## src/rtl/if_pc_stage_if.sv

```systemverilog
// rtl/if_pc_stage_if.sv - instruction-memory bus between the fetch stage and imem
interface if_pc_stage_if;
  logic [31:0] imem_addr;
  logic [31:0] imem_rdata;

  modport master (output imem_addr, input imem_rdata);
  modport slave  (input imem_addr, output imem_rdata);
endinterface

```

## src/rtl/if_pc_stage.sv

```systemverilog
// rtl/if_pc_stage.sv - RV32I fetch stage: PC register, stall/redirect, IF/ID flush, perf counters
module if_pc_stage #(
  parameter logic [31:0] RESET_PC = 32'h0000_0000
) (
  input  logic               clk,
  input  logic               rst,
  input  logic               load_use_stall_flag,
  input  logic               jump_en,
  input  logic [31:0]        jump_target,
  if_pc_stage_if.master      imem,
  output logic [31:0]        pc_o,
  output logic [31:0]        pc4_o,
  output logic [31:0]        inst_o,
  output logic               jump_stall_flag,
  output logic               misalign_err,
  output logic [31:0]        fetch_cnt,
  output logic [31:0]        stall_cnt,
  output logic [31:0]        flush_cnt
);

  logic [31:0] r_pc;
  logic        r_misalign;
  logic [31:0] r_fetch_cnt;
  logic [31:0] r_stall_cnt;
  logic [31:0] r_flush_cnt;
  logic [31:0] w_pc4;

  function automatic logic [31:0] sat_inc(input logic [31:0] v);
    return (v == 32'hFFFF_FFFF) ? v : v + 32'd1;
  endfunction

  assign w_pc4 = r_pc + 32'd4;

  // Stall outranks redirect, so a jump seen during a stall never flushes IF/ID.
  always_ff @(posedge clk) begin
    if (!rst) begin
      r_pc        <= RESET_PC;
      r_misalign  <= 1'b0;
      r_fetch_cnt <= 32'd0;
      r_stall_cnt <= 32'd0;
      r_flush_cnt <= 32'd0;
    end else if (load_use_stall_flag) begin
      r_stall_cnt <= sat_inc(r_stall_cnt);
    end else if (jump_en) begin
      r_pc        <= {jump_target[31:2], 2'b00};
      r_flush_cnt <= sat_inc(r_flush_cnt);
      if (jump_target[1:0] != 2'b00) r_misalign <= 1'b1;
    end else begin
      r_pc        <= w_pc4;
      r_fetch_cnt <= sat_inc(r_fetch_cnt);
    end
  end

  assign imem.imem_addr      = r_pc;
  assign pc_o                = r_pc;
  assign pc4_o               = w_pc4;
  assign inst_o              = imem.imem_rdata;
  assign jump_stall_flag     = jump_en & ~load_use_stall_flag & rst;
  assign misalign_err        = r_misalign;
  assign fetch_cnt           = r_fetch_cnt;
  assign stall_cnt           = r_stall_cnt;
  assign flush_cnt           = r_flush_cnt;

endmodule

```

## src/flat_wrapper.sv

```systemverilog
// flat-port wrapper written by rule: the top's interface ports become plain ports
module if_pc_stage_flat 
#(
  parameter logic [31:0] RESET_PC = 32'h0000_0000
)
  (clk, rst, load_use_stall_flag, jump_en, jump_target, pc_o, pc4_o, inst_o, jump_stall_flag, misalign_err, fetch_cnt, stall_cnt, flush_cnt, imem_imem_addr, imem_imem_rdata);
  if_pc_stage_if imem_i ();
  input  logic clk;
  input  logic rst;
  input  logic load_use_stall_flag;
  input  logic jump_en;
  input  logic [31:0] jump_target;
  output logic [31:0] pc_o;
  output logic [31:0] pc4_o;
  output logic [31:0] inst_o;
  output logic jump_stall_flag;
  output logic misalign_err;
  output logic [31:0] fetch_cnt;
  output logic [31:0] stall_cnt;
  output logic [31:0] flush_cnt;
  output wire logic [$bits(imem_i.imem_addr)-1:0] imem_imem_addr;
  input wire logic [$bits(imem_i.imem_rdata)-1:0] imem_imem_rdata;
  assign imem_imem_addr = imem_i.imem_addr;
  assign imem_i.imem_rdata = imem_imem_rdata;
  if_pc_stage #(.RESET_PC(RESET_PC)) u_core (.clk(clk), .rst(rst), .load_use_stall_flag(load_use_stall_flag), .jump_en(jump_en), .jump_target(jump_target), .imem(imem_i), .pc_o(pc_o), .pc4_o(pc4_o), .inst_o(inst_o), .jump_stall_flag(jump_stall_flag), .misalign_err(misalign_err), .fetch_cnt(fetch_cnt), .stall_cnt(stall_cnt), .flush_cnt(flush_cnt));
endmodule
```

## config.mk

```make
export PLATFORM = sky130hd
export DESIGN_NAME = if_pc_stage_flat
export DESIGN_NICKNAME = d
export VERILOG_FILES = /design/src/rtl/if_pc_stage_if.sv /design/src/rtl/if_pc_stage.sv /design/src/flat_wrapper.sv
export SDC_FILE = /design/constraint.sdc
export NUM_CORES = 1
export LEC_CHECK = 0
export BUFFER_PORTS_ARGS = -buffer_cell sky130_fd_sc_hd__buf_2
export CAP_MARGIN = 20
export CORE_MARGIN = 2
export CORE_UTILIZATION = 49
export CTS_CLUSTER_DIAMETER = 50
export DETAILED_ROUTE_END_ITERATION = 7
export HOLD_SLACK_MARGIN = 0.1
export PLACE_DENSITY = 0.8
export SLEW_MARGIN = 10
export SYNTH_ARGS = -nofsm -noshare
export SYNTH_HDL_FRONTEND = slang
export SYNTH_SLANG_ARGS = --single-unit
```

## constraint.sdc

```tcl
create_clock -name clk -period 2.2 [get_ports clk]
set_input_delay 0.22 -clock clk [delete_from_list [all_inputs] [get_ports clk]]
set_output_delay 0.22 -clock clk [all_outputs]
set_load 0.01 [all_outputs]
```

---- Word-level counts from Yosys, hierarchy flattened ----
Index checks and enable logic that the tools add are counted.
word-level totals
  latch bits .............................. 0
  output and inout bits ................... 226
  memory bits (writable) .................. 0
  register bits ........................... 129
  memories ................................ 0
  memory bits (read-only) ................. 0
cells by class
  $lt $le $gt $ge ......................... 0
  bitwise gates (word level) .............. 7
  equality and inequality tests ........... 3
  div/mod/pow operators ................... 0
  muxes and demuxes ....................... 1
  reduce and logical (&&, ||, !) cells .... 5
  multiply operators ...................... 0
  $add $sub $neg .......................... 4
  shifts and indexed selects .............. 0
operators with widths
  kind                   number
  $add 32x1->32 const B  3
  $eq 32x32->1 const B   3
  $add 32x3->32 const B  1
  $mux 32                1
  $reduce_and 3->1       3
  $not 1->1              5
  $and 1x1->1            2
  $reduce_and 2->1       1
  $reduce_bool 2->1      1

---- Logic depth before layout (Yosys ltp) ----
Gate-level depths: netlist of the first run.
  word-level depth ........................ 3
  depth in mapped cells ................... 8

---- Worst setup path after synthesis of the first run ----
No wires, ideal clock.
  kind .................................... register to output
  start ................................... register u_core.r_pc[5] (netlist: u_core.imem.imem_addr[5])
  end ..................................... output pc4_o[23]
  required time ........................... 1.980 ns
  stages on the path, launching flop included .. 8
  path slack .............................. 0.195 ns
  arrival ................................. 1.785 ns
  path buffers ............................ 3
  cells stage by stage .................... dfxtp_1 > buf_2 > and4_1 > clkbuf_1 > nand4_1 > buf_2 > nor3_1 > xor2_1
between the ends
  word-level cells in the longest chain between the ends .. 1
ends and longest elaborated chain
  item                      line                text
  start: declaration        if_pc_stage.sv:21   logic [31:0] r_pc;
  start signal: assignment  if_pc_stage.sv:45   r_pc <= {jump_target[31:2], 2'b00};
  start signal: assignment  if_pc_stage.sv:49   r_pc <= w_pc4;
  $add 32x3->32             if_pc_stage.sv:32   assign w_pc4 = r_pc + 32'd4;
  end: declaration          flat_wrapper.sv:14  output logic [31:0] pc4_o;
No other way between the ends.

---- Worst setup path after layout of the first run ----
  start ................................... register u_core.r_pc[5] (netlist: u_core.imem.imem_addr[5])
  end ..................................... output pc4_o[28]
The elaborated chain is that of the path after synthesis.

==> results of run 1 <==
==> registers in the layout, indices dropped and copies added (netlist names) <==
signal and flops:
u_core.imem.imem_addr 30, u_core.fetch_cnt 32, u_core.misalign_err 1, u_core.stall_cnt 32, u_core.flush_cnt 32
==> logic make-up (layout without fill, tap and decap cells) <==
family	after synthesis	in the layout	share of synthesized area [%]
adder cells (fa/ha/maj)	4	4	0.658
XOR/XNOR	52	52	5.99
AND/OR/NAND/NOR	396	396	28.4
flip-flops	127	127	33.4
other	1	7	0.0493
buffers and inverters	145	378	10.8
AO/OA/AOI/OAI	227	227	18.8
multiplexers	14	14	1.84
==> routing by layer <==
metal  share of wire, %  track usage [%]  up-vias
met5                  0                0        -
met2                 48             45.6      425
met1                 40             34.0     3868
met3                8.1             5.86       70
li1                   -                -     3930
met4                3.7             12.5        0
==> power by group through the flow <==
stage               registers, uW  logic [uW]  clock network, uW
global placement             2430         517                  0
floorplan                    2460         359                  0
CTS                          2380         536               2840
detailed placement           2430         520                  0
global route                 2390         601               2940
finish                       2390         555               2800
==> area by class of cell <==
type                            count  area (um2)
Sequential cell                   127        2560
Timing Repair Buffer              329        1950
Multi-Input combinational cell    699        4440
Tap cell                          188         235
Clock inverter                      7         113
Clock buffer                       22         464
Antenna cell                        1        2.50
Inverter                           20        75.1
Fill cell                        1266        5350
==> through the flow <==
step	instance area [um2]	setup WS [ns]
after global placement	8780	0.172
final	9850	-0.0650
after floorplan	7620	0.195
after CTS	9610	0.000218
after detailed placement	8780	0.101
after global routing	9850	-0.125
==> worst register-to-register path, cell delays in order (launching register included) <==
cell,delay (ns)
dfxtp_1,0.42
and4_1,0.34
nand2_1,0.13
a2111o_1,0.51
or4_1,0.43
a21oi_1,0.18
==> cells in the mapped netlist (7+ instances only) <==
cell      instances  area (um2)
clkbuf_1         38         143
a21oi_1          77         385
nand2b_1         14        87.6
buf_2            14        70.1
xor2_1           18         158
nor4_1           13        81.3
a22oi_1           9        67.6
xnor2_1          34         298
buf_4            69         518
and3_1            9        56.3
or3_1            34         213
o41ai_1           7        61.3
nor2_1           60         225
and4_1           19         166
and2_1            7        43.8
o211ai_1         12        90.1
dfxtp_1         127        2540
a211oi_1          9        67.6
mux2i_1          14         140
nand2_1          95         357
nand3_1          56         280
inv_1            19        71.3
o31ai_1          24         180
nor3_1           19        95.1
o21ai_0          50         250
nand4_1          27         169
or4_1            21         158
==> worst min path at each step <==
stage | from | to | cells past startpoint
after floorplan | jump_target[18] | u_core.imem.imem_addr[18] | 1
after detailed placement | u_core.misalign_err | u_core.misalign_err | 2
final | jump_target[7] | u_core.imem.imem_addr[7] | 3
after CTS | jump_target[31] | u_core.imem.imem_addr[31] | 3
after global placement | u_core.misalign_err | u_core.misalign_err | 2
after global routing | jump_target[31] | u_core.imem.imem_addr[31] | 3
==> repair_timing <==
item                       4_1_cts  5_1_grt
pin swaps                       10       13
buffers inserted                12       14
hold endpoints to repair         5        0
gates resized for setup         32       34
cloned                           1        0
setup endpoints to repair       20       29
hold buffers                     6        0
==> impl_metrics.env, run 1 <==
export IMPL_ir_worst_vdd_v=0.000471
export IMPL_crit_path_start="u_core.imem.imem_addr[5]"
export IMPL_die_area_mm2=0.0165
export IMPL_synth_area_mm2=0.00760
export IMPL_path_max_fanout=4
export IMPL_finalCritPeriodShare_pct=103
export IMPL_status="finished with violations"
export IMPL_io_buffers=223
export IMPL_clk_latency_ns=0.42
export IMPL_utilization_pct=64.8
export IMPL_setup_viol=4
export IMPL_vias=8293
export IMPL_synthDistinctLibCells=65
export IMPL_internal_power_uw=4380
export IMPL_p_sw_uw=1360
export IMPL_grt_overflow=0
export IMPL_synthFlopType="dfxtp_1"
export IMPL_p_seq_share_pct=41.6
export IMPL_async_flop_share_pct=0
export IMPL_clockBufferDepth=2
export IMPL_ys_ff_latch=127
export IMPL_crit_path_end="pc4_o[28]"
export IMPL_first_pass_iters=5
export IMPL_critPathKind="register to output port"
export IMPL_cp_arrival_ns=2.04
export IMPL_drtIter0Drc=666
export IMPL_worstMarginPinSlew_ns=0.613
export IMPL_instances_no_fill=1393
export IMPL_max_cap_viol_count=0
export IMPL_root_buffer="clkbuf_16"
export IMPL_fin_hold_ws_ns=0.121
export IMPL_power_share_clock_pct=48.8
export IMPL_synth_edff_count=0
export IMPL_final_cell_mix="223 x buf_2, 115 x dfxtp_1, 94 x nand2_1, 94 x buf_4, 77 x a21oi_1"
export IMPL_cts_made_buffers=17
export IMPL_rrSetupSlack_ns=0.11
export IMPL_finalWorstSetupSlack_ns=-0.0650
export IMPL_grt_pass1_wl_um=36600
export IMPL_syn_avg_cell_area_um2=7.87
export IMPL_cp_data_required_time_ns=1.98
export IMPL_path_cells="and4_4, buf_4, and4_2, nand4_1, xnor2_1, buf_2"
export IMPL_violations="negative setup slack"
export IMPL_tns_ns=-0.141
export IMPL_sw_frac_of_total_pct=23.7
export IMPL_slew_headroom_pct=59.2
export IMPL_htree_levels=4
export IMPL_final_nets=1266
export IMPL_dp_cells=1330
export IMPL_rsz0062_at_grt="true"
export IMPL_finalHoldViolCount=0
export IMPL_p_total_uw=5740
export IMPL_fmax_ghz=0.442
export IMPL_viasPerCell=5.95
export IMPL_track_usage_pct=27.3
export IMPL_critPathTopFamily="simple AND/OR/NAND/NOR gates"
export IMPL_finClkSkew_ns=0.0100
export IMPL_ys_warnings_count=0
export IMPL_wl_per_cell_um=17.1
export IMPL_cpMaxStageDelayCell="dfxtp_2"
export IMPL_endpoint_kind="output port"
export IMPL_clk_pin_slew_ns=0.05
export IMPL_drcViolationCount=0
export IMPL_leakage_uw=0.00423
export IMPL_syn_instance_count=966
export IMPL_cts_tree="done"
export IMPL_gp_congestion=0.954
export IMPL_path_depth=6
export IMPL_initial_utilization_pct=50.0
export IMPL_core_mm2=0.0152
export IMPL_rr_startpoint="u_core.stall_cnt[3]"
export IMPL_yosysSeqAreaShare_pct=33.4
export IMPL_grt_pass1_vias=7274
export IMPL_max_stage_delay_ns=0.34
export IMPL_power_density_mw_per_mm2=583
export IMPL_hp_class="primary input to register"
export IMPL_die_x_um=129
export IMPL_boundaryPins=294
export IMPL_dp_hpwl_um=16400
export IMPL_ant_nets=0
export IMPL_die_y_um=129
export IMPL_syn2layout_area_growth_pct=29.6
export IMPL_final_common_cell="buf_2"
export IMPL_grt_max_degree=63
export IMPL_reg2regPathDepth=5
export IMPL_r2r_end="u_core.stall_cnt[23]"
export IMPL_antenna_found_initial=1
export IMPL_path_buf_inv=2
export IMPL_clock_sinks=127
export IMPL_drt_total_wl_um=23800
export IMPL_drv_slew=0
export IMPL_period_minus_slack_ns=2.26
export IMPL_drive_gt1_share_pct=33.9
export IMPL_p_comb_share_pct=9.7
export IMPL_fp_row_count=45
export IMPL_startpoint_type="register"
No activity file was read; power rests on OpenSTA's default activity.
==> run 2, diff against run 1 <==
--- a/config.mk
+++ b/config.mk
@@ -13,6 +13,7 @@
 export DETAILED_ROUTE_END_ITERATION = 7
 export HOLD_SLACK_MARGIN = 0.1
 export PLACE_DENSITY = 0.8
+export REMOVE_ABC_BUFFERS = 1
 export SLEW_MARGIN = 10
 export SYNTH_ARGS = -nofsm -noshare
 export SYNTH_HDL_FRONTEND = slang
==> impl_metrics.env, run 2 (synthesized netlist as in run 1, its figures left out) <==
export IMPL_core_mm2=0.0152
export IMPL_final_nets=1246
export IMPL_grt_util_met1_pct=36.0
export IMPL_whs_endpoint="u_core.imem.imem_addr[29]"
export IMPL_drtIter0Drc=768
export IMPL_ir_worst_vdd_v=0.000482
export IMPL_fp_row_count=45
export IMPL_dp_slack_ns=0.141
export IMPL_drcViolationCount=0
export IMPL_grt_pass1_vias=7239
export IMPL_status="finished with violations"
export IMPL_utilization_pct=64.7
export IMPL_setup_viol=7
export IMPL_endpoint_kind="output port"
export IMPL_gp_congestion=0.871
export IMPL_clk_latency_ns=0.42
export IMPL_first_pass_iters=7
export IMPL_antenna_found_initial=2
export IMPL_boundaryPins=294
export IMPL_fmax_ghz=0.444
export IMPL_slew_headroom_pct=62.7
export IMPL_cts_tree="done"
export IMPL_cp_data_required_time_ns=1.98
export IMPL_final_common_cell="buf_2"
export IMPL_grt_pass1_wl_um=37200
export IMPL_root_buffer="clkbuf_16"
export IMPL_rrSetupSlack_ns=0.13
export IMPL_rr_startpoint="u_core.stall_cnt[5]"
export IMPL_grt_max_degree=54
export IMPL_power_density_mw_per_mm2=596
export IMPL_reg2regPathDepth=5
export IMPL_startpoint_type="register"
export IMPL_period_minus_slack_ns=2.25
export IMPL_cp_arrival_ns=2.03
export IMPL_worstHoldPathCells=3
export IMPL_dp_hpwl_um=16900
export IMPL_hold_start="jump_target[29]"
export IMPL_use_met3_pct=10.5
export IMPL_met2_usage_pct=43.6
export IMPL_max_cap_viol_count=0
export IMPL_finalHoldViolCount=0
export IMPL_hp_class="primary input to register"
export IMPL_htree_levels=4
export IMPL_track_usage_pct=28.0
export IMPL_finalCritPeriodShare_pct=102
export IMPL_io_buffers=223
export IMPL_wl_per_cell_um=17.9
export IMPL_die_y_um=129
export IMPL_drive_gt1_share_pct=33.9
export IMPL_initial_utilization_pct=50.0
export IMPL_busiest_layer="met2"
export IMPL_vias=8232
export IMPL_clockBufferDepth=2
export IMPL_leakage_uw=0.00425
export IMPL_worstMarginPinSlew_ns=0.557
export IMPL_ant_nets=0
export IMPL_rsz0062_at_grt="true"
export IMPL_clock_sinks=127
export IMPL_drv_slew=0
export IMPL_grt_overflow=0
export IMPL_finClkSkew_ns=0.00701
export IMPL_drt_total_wl_um=24600
export IMPL_viasPerCell=5.98
export IMPL_final_cell_mix="223 x buf_2, 108 x dfxtp_1, 93 x nand2_1"
export IMPL_path_max_fanout=3
export IMPL_p_total_uw=5870
export IMPL_cts_made_buffers=17
export IMPL_r2r_end="u_core.stall_cnt[27]"
export IMPL_syn2layout_area_growth_pct=29.5
export IMPL_violations="negative setup slack"
export IMPL_clk_pin_slew_ns=0.06
export IMPL_finalWorstSetupSlack_ns=-0.0531
export IMPL_die_area_mm2=0.0165
export IMPL_critPathKind="register to output port"
export IMPL_die_x_um=129
-- run 2: cell types whose count changed in the layout (fill, tap and decap cells not counted), moves of 2 or more --
cell / delta
buf_4: -25
nor3_4: +2
dfxtp_1: -7
xnor2_2: +2
dfxtp_4: +6
buf_6: +2
buf_12: +2
nor4_4: +3
xnor2_1: -2
nor4_2: -3
nor3_2: -2
-- run 2: report_power, final --
group / internal [uW] / switching (uW)
registers: 2340 / 51.5
logic: 227 / 329
clock network: 1870 / 1060
-- run 2: metrics by stage --
stage	setup TNS (ns)	hold WS (ns)	instances	area [um2]
after floorplan	-8.22	0.320	846	6870
after global placement	0	0.434	1314	8680
after detailed placement	0	0.440	1314	8680
after CTS	-0.0201	0.101	1364	9620
after global routing	-0.856	0.114	1376	9840
final	-0.183	0.109	1376	9840
-- run 2: worst max-delay path, stage by stage (launching register included) --
cell	delay, ns
dfxtp_4	0.35
buf_6	0.09
nand4_1	0.26
or4_4	0.63
xnor2_2	0.14
buf_2	0.14
-- run 2: what timing repair did --
item,CTS,global route
endpoints found under the setup margin,21,36
hold endpoints to repair,7,0
cloned,1,0
resized for setup,53,36
hold buffers,7,0
pin swaps,7,15
buffers inserted,10,11
-- run 2: layout make-up --
| cell class | count | area, um2 |
|---|---|---|
| repair buffers | 309 | 1830 |
| diodes | 1 | 2.50 |
| clock inverters | 10 | 134 |
| multi-input cells | 699 | 4500 |
| clock buffers | 22 | 474 |
| fillers | 1276 | 5360 |
| inverters | 20 | 75.1 |
| flip-flops and latches | 127 | 2590 |
| well taps | 188 | 235 |
-- run 2: worst max path at each step --
stage / from / slack, ns / endpoint / depth (start not counted)
3_5_place_dp: u_core.stall_cnt[5] / 0.14 / u_core.stall_cnt[29] / 5
4_1_cts: u_core.imem.imem_addr[13] / -0.02 / pc4_o[31] / 6
6_report: u_core.imem.imem_addr[8] / -0.05 / pc4_o[13] / 5
2_1_floorplan: u_core.stall_cnt[18] / -0.35 / u_core.stall_cnt[27] / 5
3_3_place_gp: u_core.imem.imem_addr[2] / 0.23 / pc4_o[20] / 6
5_1_grt: u_core.imem.imem_addr[5] / -0.13 / pc4_o[19] / 6
-- run 2: per-layer routing --
metal  routed length, um  vias to the layer above
met5                  13                        -
met4                 562                        2
met3                2620                       62
met2               11200                      411
met1               10200                     3871
li1                    -                     3886
==> run 3, diff against run 2 <==
--- a/config.mk
+++ b/config.mk
@@ -5,6 +5,7 @@
 export SDC_FILE = /design/constraint.sdc
 export NUM_CORES = 1
 export LEC_CHECK = 0
+export ABC_AREA = 1
 export BUFFER_PORTS_ARGS = -buffer_cell sky130_fd_sc_hd__buf_2
 export CAP_MARGIN = 20
 export CORE_MARGIN = 2
@@ -12,7 +13,7 @@
 export CTS_CLUSTER_DIAMETER = 50
 export DETAILED_ROUTE_END_ITERATION = 7
 export HOLD_SLACK_MARGIN = 0.1
-export PLACE_DENSITY = 0.8
+export PLACE_DENSITY = 0.78
 export REMOVE_ABC_BUFFERS = 1
 export SLEW_MARGIN = 10
 export SYNTH_ARGS = -nofsm -noshare
==> impl_metrics.env, run 3 <==
export IMPL_gp_congestion=0.925
export IMPL_ys_warnings_count=0
export IMPL_grt_pass1_vias=9062
export IMPL_power_density_mw_per_mm2=560
export IMPL_drcViolationCount=0
export IMPL_critPathKind="register to output port"
export IMPL_final_nets=1725
export IMPL_utilization_pct=60.7
export IMPL_cp_arrival_ns=1.88
export IMPL_drive_gt1_share_pct=24.8
export IMPL_vias=9890
export IMPL_first_pass_iters=5
export IMPL_ir_worst_vdd_v=0.000535
export IMPL_clk_pin_slew_ns=0.06
export IMPL_synth_top_area_cell="dfxtp_1"
export IMPL_synthFlopType="dfxtp_1"
export IMPL_drtIter0Drc=735
export IMPL_finClkSkew_ns=0.00869
export IMPL_path_cells="buf_4, nand2_1, nor2_4, nand3b_1, o21ai_1, nand2_1, buf_2"
export IMPL_cpMaxStageDelayCell="dfxtp_2"
export IMPL_cts_made_buffers=17
export IMPL_io_buffers=223
export IMPL_async_flop_share_pct=0
export IMPL_finalHoldViolCount=0
export IMPL_grt_overflow=0
export IMPL_yosys_area_top_type_share_pct=28.2
export IMPL_grt_util_met1_pct=35.9
export IMPL_max_stage_delay_ns=0.35
export IMPL_boundaryPins=294
export IMPL_max_cap_viol_count=0
export IMPL_finalWorstSetupSlack_ns=0.103
export IMPL_met2_usage_pct=47.9
export IMPL_die_x_um=140
export IMPL_final_common_cell="nand2_1"
export IMPL_cp_data_required_time_ns=1.98
export IMPL_viasPerCell=5.22
export IMPL_worstMarginPinSlew_ns=0.626
export IMPL_setup_viol=0
export IMPL_syn_instance_count=1459
export IMPL_grt_pass1_wl_um=45400
export IMPL_worstHoldPathCells=5
export IMPL_cts_tree="done"
export IMPL_leakage_uw=0.00457
export IMPL_clk_latency_ns=0.43
export IMPL_rsz0062_at_grt="true"
export IMPL_fp_row_count=49
export IMPL_finalCritPeriodShare_pct=95.3
export IMPL_grt_max_degree=53
export IMPL_fillers=1745
export IMPL_busiest_layer="met2"
export IMPL_crit_top_cell="nand2_1"
export IMPL_die_area_mm2=0.0195
export IMPL_yosysSeqAreaShare_pct=28.2
export IMPL_dp_hpwl_um=21100
export IMPL_core_mm2=0.0180
export IMPL_p_total_uw=6120
export IMPL_syn_avg_cell_area_um2=6.17
export IMPL_root_buffer="clkbuf_16"
export IMPL_path_max_fanout=5
export IMPL_syn2layout_area_growth_pct=21.4
export IMPL_use_met3_pct=7.88
export IMPL_hp_class="primary input to register"
export IMPL_synthTopCellsByCount="544 x nand2_1, 220 x nor2_1, 127 x dfxtp_1"
export IMPL_reg2regPathDepth=10
export IMPL_ys_top_cells_by_area="dfxtp_1 28%, nand2_1 23%, nor2_1 9.2%, buf_4 5.8%, a21oi_1 4.0%"
export IMPL_endpoint_kind="output port"
export IMPL_slew_headroom_pct=58.2
export IMPL_period_minus_slack_ns=2.10
export IMPL_fmax_ghz=0.477
export IMPL_status="finished clean"
export IMPL_htree_levels=4
export IMPL_dp_slack_ns=0.137
export IMPL_initial_utilization_pct=50.0
export IMPL_synth_edff_count=0
export IMPL_drt_total_wl_um=28700
export IMPL_yosysMostFrequentCell="nand2_1"
export IMPL_clockBufferDepth=2
export IMPL_final_cell_mix="541 x nand2_1, 223 x buf_2, 209 x nor2_1"
export IMPL_ant_nets=0
export IMPL_antenna_found_initial=1
export IMPL_synthDistinctLibCells=33
export IMPL_wl_per_cell_um=15.1
export IMPL_clock_sinks=127
export IMPL_ys_ff_latch=127
export IMPL_startpoint_type="register"
export IMPL_track_usage_pct=28.5
export IMPL_die_y_um=140
export IMPL_drv_slew=0
export IMPL_synth_area_mm2=0.00901
-- run 3: cell count changes after synthesis, sizes merged, moves of 25 or more --
cell	before	now
nand3b	0	34
a21oi	77	102
nand2	95	576
nor2	60	235
or3	34	0
inv	20	88
-- run 3: area by class of cell --
class                           instances  area (um2)  share of cell area (%)
Timing Repair Buffer                  279        1570                    14.4
Multi-Input combinational cell       1139        5520                    50.5
Clock buffer                           22         464                    4.24
Inverter                               88         337                    3.08
Clock inverter                         10         184                    1.68
Timing Repair inverter                  1        7.51                  0.0686
Tap cell                              229         287                    2.62
Sequential cell                       127        2560                    23.4
Antenna cell                            1        2.50                  0.0229
-- run 3: metal layers --
metal / part of all wire [%] / routed length, um / vias to the layer above
met5: 0 / 0 / -
met4: 2.0 / 563 / 0
met3: 8.1 / 2330 / 51
met2: 47 / 13500 / 422
met1: 43 / 12300 / 4508
li1: - / - / 4909
-- run 3: repair_timing --
| item | in CTS | in global routing |
|---|---|---|
| hold buffers | 10 | 0 |
| pin swaps | 0 | 7 |
| hold endpoints to repair | 9 | 0 |
| cloned | 0 | 1 |
| setup endpoints to repair | 16 | 36 |
| setup buffers | 0 | 3 |
| gates resized for setup | 13 | 29 |
-- run 3: cells by family after synthesis --
logic type | count (synthesis) | synth area share (%)
buffers and inverters | 198 | 12.0
adder cells (fa/ha/maj) | 4 | 0.556
other | 1 | 0.0416
AO/OA/AOI/OAI | 144 | 9.59
XOR/XNOR | 58 | 5.64
AND/OR/NAND/NOR | 927 | 44.0
flip-flops | 127 | 28.2
-- run 3: critical path: cells and delay by family (launching register included) --
kind                   cells  cell delay [ns]
and+or+nand+nor            4             0.62
DFF                        1             0.35
buffers and inverters      2             0.30
AOI/OAI and AO/OA          1             0.19
-- run 3: where the power goes --
group	total (uW)	switching (uW)	internal [uW]
clock	3190	1120	2070
combinational	534	342	192
sequential	2400	57.7	2340
total	6120	1520	4600
-- run 3: path summary, 6_finish.rpt --
path	startpoint	end	slack, ns
worst max-delay path	u_core.imem.imem_addr[3]	pc4_o[19]	0.10
worst min register to register	u_core.misalign_err	u_core.misalign_err	0.46
worst min-delay path	jump_target[6]	u_core.imem.imem_addr[6]	0.11
worst max register to register	u_core.fetch_cnt[1]	u_core.fetch_cnt[9]	0.16
-- run 3: through the flow --
step                std cells  setup TNS, ns  hold slack (ns)  instance area, um2
floorplan                1354         -33.24            0.318                8280
global placement         1849              0            0.432               10000
detailed placement       1849              0            0.437               10000
CTS                      1891              0            0.101               10800
global route             1896        -0.0400            0.130               10900
finish                   1896              0            0.109               10900
